<file path="config.mk">
export PLATFORM = sky130hd
export DESIGN_NAME = instr_loader_flat
export DESIGN_NICKNAME = d
export VERILOG_FILES = /design/src/rtl/instr_loader_pkg.sv /design/src/rtl/instr_loader_if.sv /design/src/rtl/instr_loader_byte_packer.sv /design/src/rtl/instr_loader.sv /design/src/flat_wrapper.sv
export SDC_FILE = /design/constraint.sdc
export NUM_CORES = 1
export LEC_CHECK = 0
export ABC_AREA = 1
export ABC_CLOCK_PERIOD_IN_PS = 1600
export CAP_MARGIN = 20
export CORE_MARGIN = 2
export CORE_UTILIZATION = 63
export DETAILED_ROUTE_END_ITERATION = 8
export DONT_BUFFER_PORTS = 1
export PLACE_DENSITY = 0.79
export SETUP_SLACK_MARGIN = 0.2
export SKIP_CTS_REPAIR_TIMING = 1
export SLEW_MARGIN = 20
export SYNTH_ARGS = -nofsm -noshare
export SYNTH_HDL_FRONTEND = slang
export SYNTH_SLANG_ARGS = --single-unit
</file>
<file path="constraint.sdc">
create_clock -name master_clk -period 1.6 [get_ports master_clk]
set_input_delay 0.08 -clock master_clk [delete_from_list [all_inputs] [get_ports master_clk]]
set_output_delay 0.08 -clock master_clk [all_outputs]
set_load 0.01 [all_outputs]
</file>
<file path="src/rtl/instr_loader_pkg.sv">
// Shared types and constants for the boot-time instruction loader.
// The loader's states, the frame's word-count width and the bytes per instruction word.
package instr_loader_pkg;

    typedef enum logic [2:0] {
        HDR_HI,
        HDR_LO,
        DATA,
        CHECK,
        DONE,
        ERROR
    } state_t;

    localparam int CNT_W      = 16;
    localparam int WORD_BYTES = 4;

    // States in which the loader still consumes bytes from the stream.
    function automatic logic is_loading(input state_t s);
        return (s == HDR_HI) || (s == HDR_LO) || (s == DATA) || (s == CHECK);
    endfunction

endpackage

</file>
<file path="src/rtl/instr_loader_if.sv">
// Byte-stream handshake plus instruction-memory write port of the loader.
// slave is the loader's view; master is the stream source / memory side.
interface instr_loader_if #(
    parameter int ADDR_W = 8
);
    logic              in_valid;
    logic [7:0]        in_data;
    logic              in_ready;
    logic              imem_we;
    logic [ADDR_W-1:0] imem_addr;
    logic [31:0]       imem_wd;

    modport master (
        output in_valid,
        output in_data,
        input  in_ready,
        input  imem_we,
        input  imem_addr,
        input  imem_wd
    );

    modport slave (
        input  in_valid,
        input  in_data,
        output in_ready,
        output imem_we,
        output imem_addr,
        output imem_wd
    );
endinterface

</file>
<file path="src/rtl/instr_loader_byte_packer.sv">
// Packs accepted bytes MSB-first into 32-bit words.
// Emits a one-cycle word_valid once the fourth byte of a word has been shifted in.
module byte_packer
    import instr_loader_pkg::*;
(
    input  logic        clk,
    input  logic        rst_n,
    input  logic        byte_valid,
    input  logic [7:0]  byte_data,
    output logic [1:0]  byte_idx,
    output logic        word_valid,
    output logic [31:0] word
);

    // The shift register doubles as the write-data register: it holds the full word
    // during the write pulse and only changes again when the next byte is accepted.
    always_ff @(posedge clk) begin
        if (!rst_n) begin
            byte_idx   <= 2'd0;
            word_valid <= 1'b0;
            word       <= 32'd0;
        end else begin
            word_valid <= 1'b0;
            if (byte_valid) begin
                word       <= {word[23:0], byte_data};
                byte_idx   <= byte_idx + 2'd1;
                word_valid <= (byte_idx == 2'(WORD_BYTES - 1));
            end
        end
    end

endmodule

</file>
<file path="src/rtl/instr_loader.sv">
// Boot-time program loader: parses a framed byte stream, writes words to instruction
// memory at consecutive addresses, then releases the core or latches an error.
module instr_loader
    import instr_loader_pkg::*;
#(
    parameter int ADDR_W = 8
) (
    input  logic             master_clk,
    input  logic             rst_n,
    instr_loader_if.slave    bus,
    output logic             cpu_run,
    output logic             load_done,
    output logic             load_error
);

    localparam logic [CNT_W:0]    CAPACITY = (CNT_W + 1)'(1) << ADDR_W;
    localparam logic [ADDR_W-1:0] ADDR_MAX = {ADDR_W{1'b1}};

    state_t            state_q;
    state_t            state_d;
    logic              armed_q;
    logic [7:0]        cnt_hi_q;
    logic [CNT_W-1:0]  words_left_q;
    logic [7:0]        xor_q;
    logic [ADDR_W-1:0] addr_q;

    logic              accept;
    logic              data_accept;
    logic [CNT_W-1:0]  hdr_count;
    logic              too_big;
    logic [1:0]        byte_idx;
    logic              last_byte;
    logic              word_valid;
    logic [31:0]       packed_word;

    assign accept      = bus.in_valid && bus.in_ready;
    assign data_accept = accept && (state_q == DATA);
    assign hdr_count   = {cnt_hi_q, bus.in_data};
    assign too_big     = {1'b0, hdr_count} > CAPACITY;
    assign last_byte   = (byte_idx == 2'(WORD_BYTES - 1));

    byte_packer u_packer (
        .clk        (master_clk),
        .rst_n      (rst_n),
        .byte_valid (data_accept),
        .byte_data  (bus.in_data),
        .byte_idx   (byte_idx),
        .word_valid (word_valid),
        .word       (packed_word)
    );

    assign bus.imem_we   = word_valid;
    assign bus.imem_wd   = packed_word;
    assign bus.imem_addr = addr_q;

    // armed_q keeps in_ready low until the first edge that samples rst_n high.
    always_ff @(posedge master_clk) begin
        if (!rst_n) begin
            state_q      <= HDR_HI;
            armed_q      <= 1'b0;
            cnt_hi_q     <= 8'd0;
            words_left_q <= '0;
            xor_q        <= 8'd0;
            addr_q       <= '0;
        end else begin
            state_q <= state_d;
            armed_q <= 1'b1;
            if (accept && (state_q != CHECK)) begin
                xor_q <= xor_q ^ bus.in_data;
            end
            if (accept && (state_q == HDR_HI)) begin
                cnt_hi_q <= bus.in_data;
            end
            if (accept && (state_q == HDR_LO)) begin
                words_left_q <= hdr_count;
            end else if (data_accept && last_byte) begin
                words_left_q <= words_left_q - CNT_W'(1);
            end
            if (word_valid && (addr_q != ADDR_MAX)) begin
                addr_q <= addr_q + ADDR_W'(1);
            end
        end
    end

    always_comb begin
        state_d      = state_q;
        bus.in_ready = armed_q && is_loading(state_q);
        cpu_run      = (state_q == DONE);
        load_done    = (state_q == DONE);
        load_error   = (state_q == ERROR);
        case (state_q)
            HDR_HI: begin
                if (accept) state_d = HDR_LO;
            end
            HDR_LO: begin
                if (accept) begin
                    if (too_big)                state_d = ERROR;
                    else if (hdr_count == '0)   state_d = CHECK;
                    else                        state_d = DATA;
                end
            end
            DATA: begin
                if (data_accept && last_byte && (words_left_q == CNT_W'(1))) state_d = CHECK;
            end
            CHECK: begin
                if (accept) state_d = (bus.in_data == xor_q) ? DONE : ERROR;
            end
            default: state_d = state_q;
        endcase
    end

endmodule

</file>
<file path="src/flat_wrapper.sv">
// flat-port wrapper written by rule: the top's interface ports become plain ports
module instr_loader_flat import instr_loader_pkg::*;
#(
    parameter int ADDR_W = 8
)
  (master_clk, rst_n, cpu_run, load_done, load_error, bus_in_valid, bus_in_data, bus_in_ready, bus_imem_we, bus_imem_addr, bus_imem_wd);
  instr_loader_if #(.ADDR_W(ADDR_W)) bus_i ();
  input  logic master_clk;
  input  logic rst_n;
  output logic cpu_run;
  output logic load_done;
  output logic load_error;
  input wire logic [$bits(bus_i.in_valid)-1:0] bus_in_valid;
  input wire logic [$bits(bus_i.in_data)-1:0] bus_in_data;
  output wire logic [$bits(bus_i.in_ready)-1:0] bus_in_ready;
  output wire logic [$bits(bus_i.imem_we)-1:0] bus_imem_we;
  output wire logic [$bits(bus_i.imem_addr)-1:0] bus_imem_addr;
  output wire logic [$bits(bus_i.imem_wd)-1:0] bus_imem_wd;
  assign bus_i.in_valid = bus_in_valid;
  assign bus_i.in_data = bus_in_data;
  assign bus_in_ready = bus_i.in_ready;
  assign bus_imem_we = bus_i.imem_we;
  assign bus_imem_addr = bus_i.imem_addr;
  assign bus_imem_wd = bus_i.imem_wd;
  instr_loader #(.ADDR_W(ADDR_W)) u_core (.master_clk(master_clk), .rst_n(rst_n), .bus(bus_i), .cpu_run(cpu_run), .load_done(load_done), .load_error(load_error));
endmodule
</file>
==> results.py <==
metrics = {
    "run_status": {
        "status": "finished, violations left",
        "violations": "negative hold slack",
    },
    "setup_path": {
        "cp_data_required_time_ps": 1880,
        "cp_max_fo": 7,
        "start_kind": "flop",
        "worstSetupEndpointType": "flop",
        "cp.arrival_ps": 1740,
        "crit_type": "reg -> reg",
    },
    "finish": {
        "area_growth_pct": 19.6,
        "n_fill_cell": 381,
        "nNetsFinal": 580,
        "drive_above_1_share_pct": 19.6,
        "final_common_cell": "nor2_1",
        "antenna_cells": 0,
        "final_cell_mix": "115 x nor2_1, 85 x nand2_1, 67 x dfxtp_1",
    },
    "global_route": {
        "grt_first_pass_wirelength_um": 13800,
        "grt_pass1_vias": 3049,
        "grt_max_degree": 62,
        "grt_remaining_overflow": 0,
        "globalRouteTotalUtil_pct": 27.1,
        "antenna_found_initial": 0,
    },
    "route": {
        "drcViolationCount": 0,
        "vias": 3687,
        "vias_per_cell": 5.74,
        "firstDrtPassIters": 7,
        "wire_per_inst_um": 15.2,
        "ant_nets": 0,
        "drt-initial-drc-count": 336,
        "routed_wl_um": 9760,
    },
    "clock_tree": {
        "cts-root-buf": "clkbuf_8",
        "cts.sinks": 79,
        "htree_levels": 3,
        "cts.reportedPaths.clkPinSlew_ps": 90,
        "tritoncts": "done",
        "cts_buffers": 9,
        "clock_latency_ps": 350,
        "cts_buffer_depth": 2,
    },
    "die": {
        "initial_utilization_pct": 66.4,
        "core_area_um2": 5610,
        "die_h_um": 80.9,
        "ios": 56,
        "rows": 27,
        "dieArea_um2": 6540,
        "fp.dieW_um": 80.9,
    },
    "synth": {
        "ys_seq_elements": 79,
        "seq_area_frac_synth_pct": 42.5,
        "syn_avg_cell_area_um2": 6.92,
        "synth_nets": 553,
        "ys_types": 32,
        "yosys_warnings": 0,
        "synth.cell_area_um2": 3720,
        "postSynthCellCount": 538,
    },
    "job": {
        "maxCapViolCount": 0,
    },
    "sta": {
        "worstMarginPinSlew_ps": 361,
        "min_period_ps": 1460,
        "clock_skew_ps": 11.8,
        "setup_violations": 0,
        "slew_viol_final": 0,
        "final.setup.tns_ps": 0,
        "max_slew_margin_pct": 75.8,
        "hold_viol_final": 5,
        "whs_ps": -116,
        "fmax_mhz": 684,
        "rsz0062_at_grt": "yes",
        "finalCritPeriodShare_pct": 91.3,
    },
    "placement": {
        "routabilityCongestion": 0.894,
        "numPortBuffers": 0,
        "dpl.hpwl_um": 5870,
    },
    "pwr": {
        "ir_drop_uv": 1000,
        "p_leak_nw": 1.98,
        "powerDensity_nw_per_um2": 941,
    },
    "worst_hold_path": {
        "hold_path.class": "in -> reg",
    },
}
==> path summary, 6_finish.rpt <==
kind / start / endpoint / slack (ps) / cells after the start
worst max-delay path: u_core.state_q[2] / u_core.words_left_q[15] / 140 / 8
worst min-delay path: bus_in_data[6] / u_core.u_packer.word[6] / -120 / 2
worst max register to register: u_core.state_q[2] / u_core.words_left_q[15] / 140 / 8
worst min register to register: u_core.u_packer.byte_idx[0] / u_core.u_packer.byte_idx[0] / 490 / 1
==> state kept, by name (all words and copies together), names as in the netlist <==
register and flops:
u_core.armed_q 1, u_core.state_q 3, u_core.u_packer.byte_idx 2, u_core.xor_q 8
u_core.words_left_q 16, u_core.cnt_hi_q 8, u_core.u_packer.word 32, u_core.bus.imem_addr 8
u_core.u_packer.word_valid 1
==> per-layer routing <==
metal / routed length [µm] / track usage [%]
met1: 3990 / 34.8
met2: 4700 / 43.7
met3: 844 / 7.11
met4: 225 / 10.3
met5: 0 / 0
==> synthesized netlist by cell type <==
| cell | number | share of area [%] |
|---|---|---|
| o21a_1 | 1 | 0.20 |
| clkinv_1 | 1 | 0.10 |
| o211ai_1 | 1 | 0.20 |
| inv_4 | 1 | 0.17 |
| o22ai_1 | 1 | 0.17 |
| o21ai_0 | 60 | 8.1 |
| buf_6 | 1 | 0.30 |
| buf_2 | 7 | 0.94 |
| inv_2 | 2 | 0.20 |
| nand3_4 | 1 | 0.47 |
| inv_1 | 48 | 4.8 |
| clkbuf_1 | 7 | 0.71 |
| nand2_1 | 90 | 9.1 |
| xor2_1 | 9 | 2.1 |
| ha_1 | 4 | 1.3 |
| nand4_1 | 8 | 1.3 |
| o21ai_1 | 4 | 0.54 |
| a31oi_1 | 6 | 1.0 |
| buf_4 | 3 | 0.60 |
| nor2_2 | 2 | 0.34 |
| nand2_4 | 2 | 0.60 |
| nor3_1 | 3 | 0.40 |
| nor2_8 | 1 | 0.54 |
| a2bb2oi_1 | 1 | 0.24 |
| xnor2_1 | 7 | 1.6 |
| nor2_1 | 138 | 14 |
| dfxtp_1 | 79 | 42 |
| nor3_4 | 2 | 0.87 |
| nand2_2 | 3 | 0.50 |
| clkbuf_2 | 1 | 0.13 |
| nand3_1 | 18 | 2.4 |
| a21oi_1 | 26 | 3.5 |
==> worst max-delay path, cell delays in order, from the launching register on <==
cell and delay, ps:
dfxtp_4 380, inv_4 70, nand3_4 170, nor3_4 250, buf_6 170, nand2_1 70, o21ai_1 90, inv_1 50
a21oi_1 130
==> cell type report <==
cell class	count	area [µm²]	share of cell area, %
multi-input combinational	388	2020	45.4
sequential	79	1600	35.9
tap	72	90.1	2.02
clock inverter	7	83.8	1.88
timing repair buffer	35	329	7.39
inverter	52	205	4.61
clock buffer	9	124	2.78
==> cells by family (layout without fill, tap and decap cells) <==
family,Yosys count,after routing,synth area share [%]
adders and majority gates,4,4,1.34
AOI/OAI and AO/OA,100,100,13.9
DFF,79,79,42.5
buffers and inverters,71,103,8.00
xor gates and xnor gates,16,16,3.76
and+or+nand+nor,268,268,30.5
==> power by group <==
part	internal [W]	switching [W]	leakage [nW]
clock	0.000752	0.000828	0.103
sequential	0.00203	0.0000777	0.647
combinational	0.000185	0.000311	1.23
total	0.00297	0.00122	1.98
==> stage by stage <==
stage	instances	worst slack, ps	power, W	instance area, µm²	util (%)
detailed placement	604	87.9	0.00251	3810	67.9
finish	642	138	0.00419	4450	79.4
floorplan	538	249	0.00245	3720	-
CTS	620	81.1	0.00404	4020	71.6
global route	642	77.6	0.00431	4450	79.4
global placement	604	150	0.00250	3810	67.9
No activity file was read; power rests on OpenSTA's default activity.
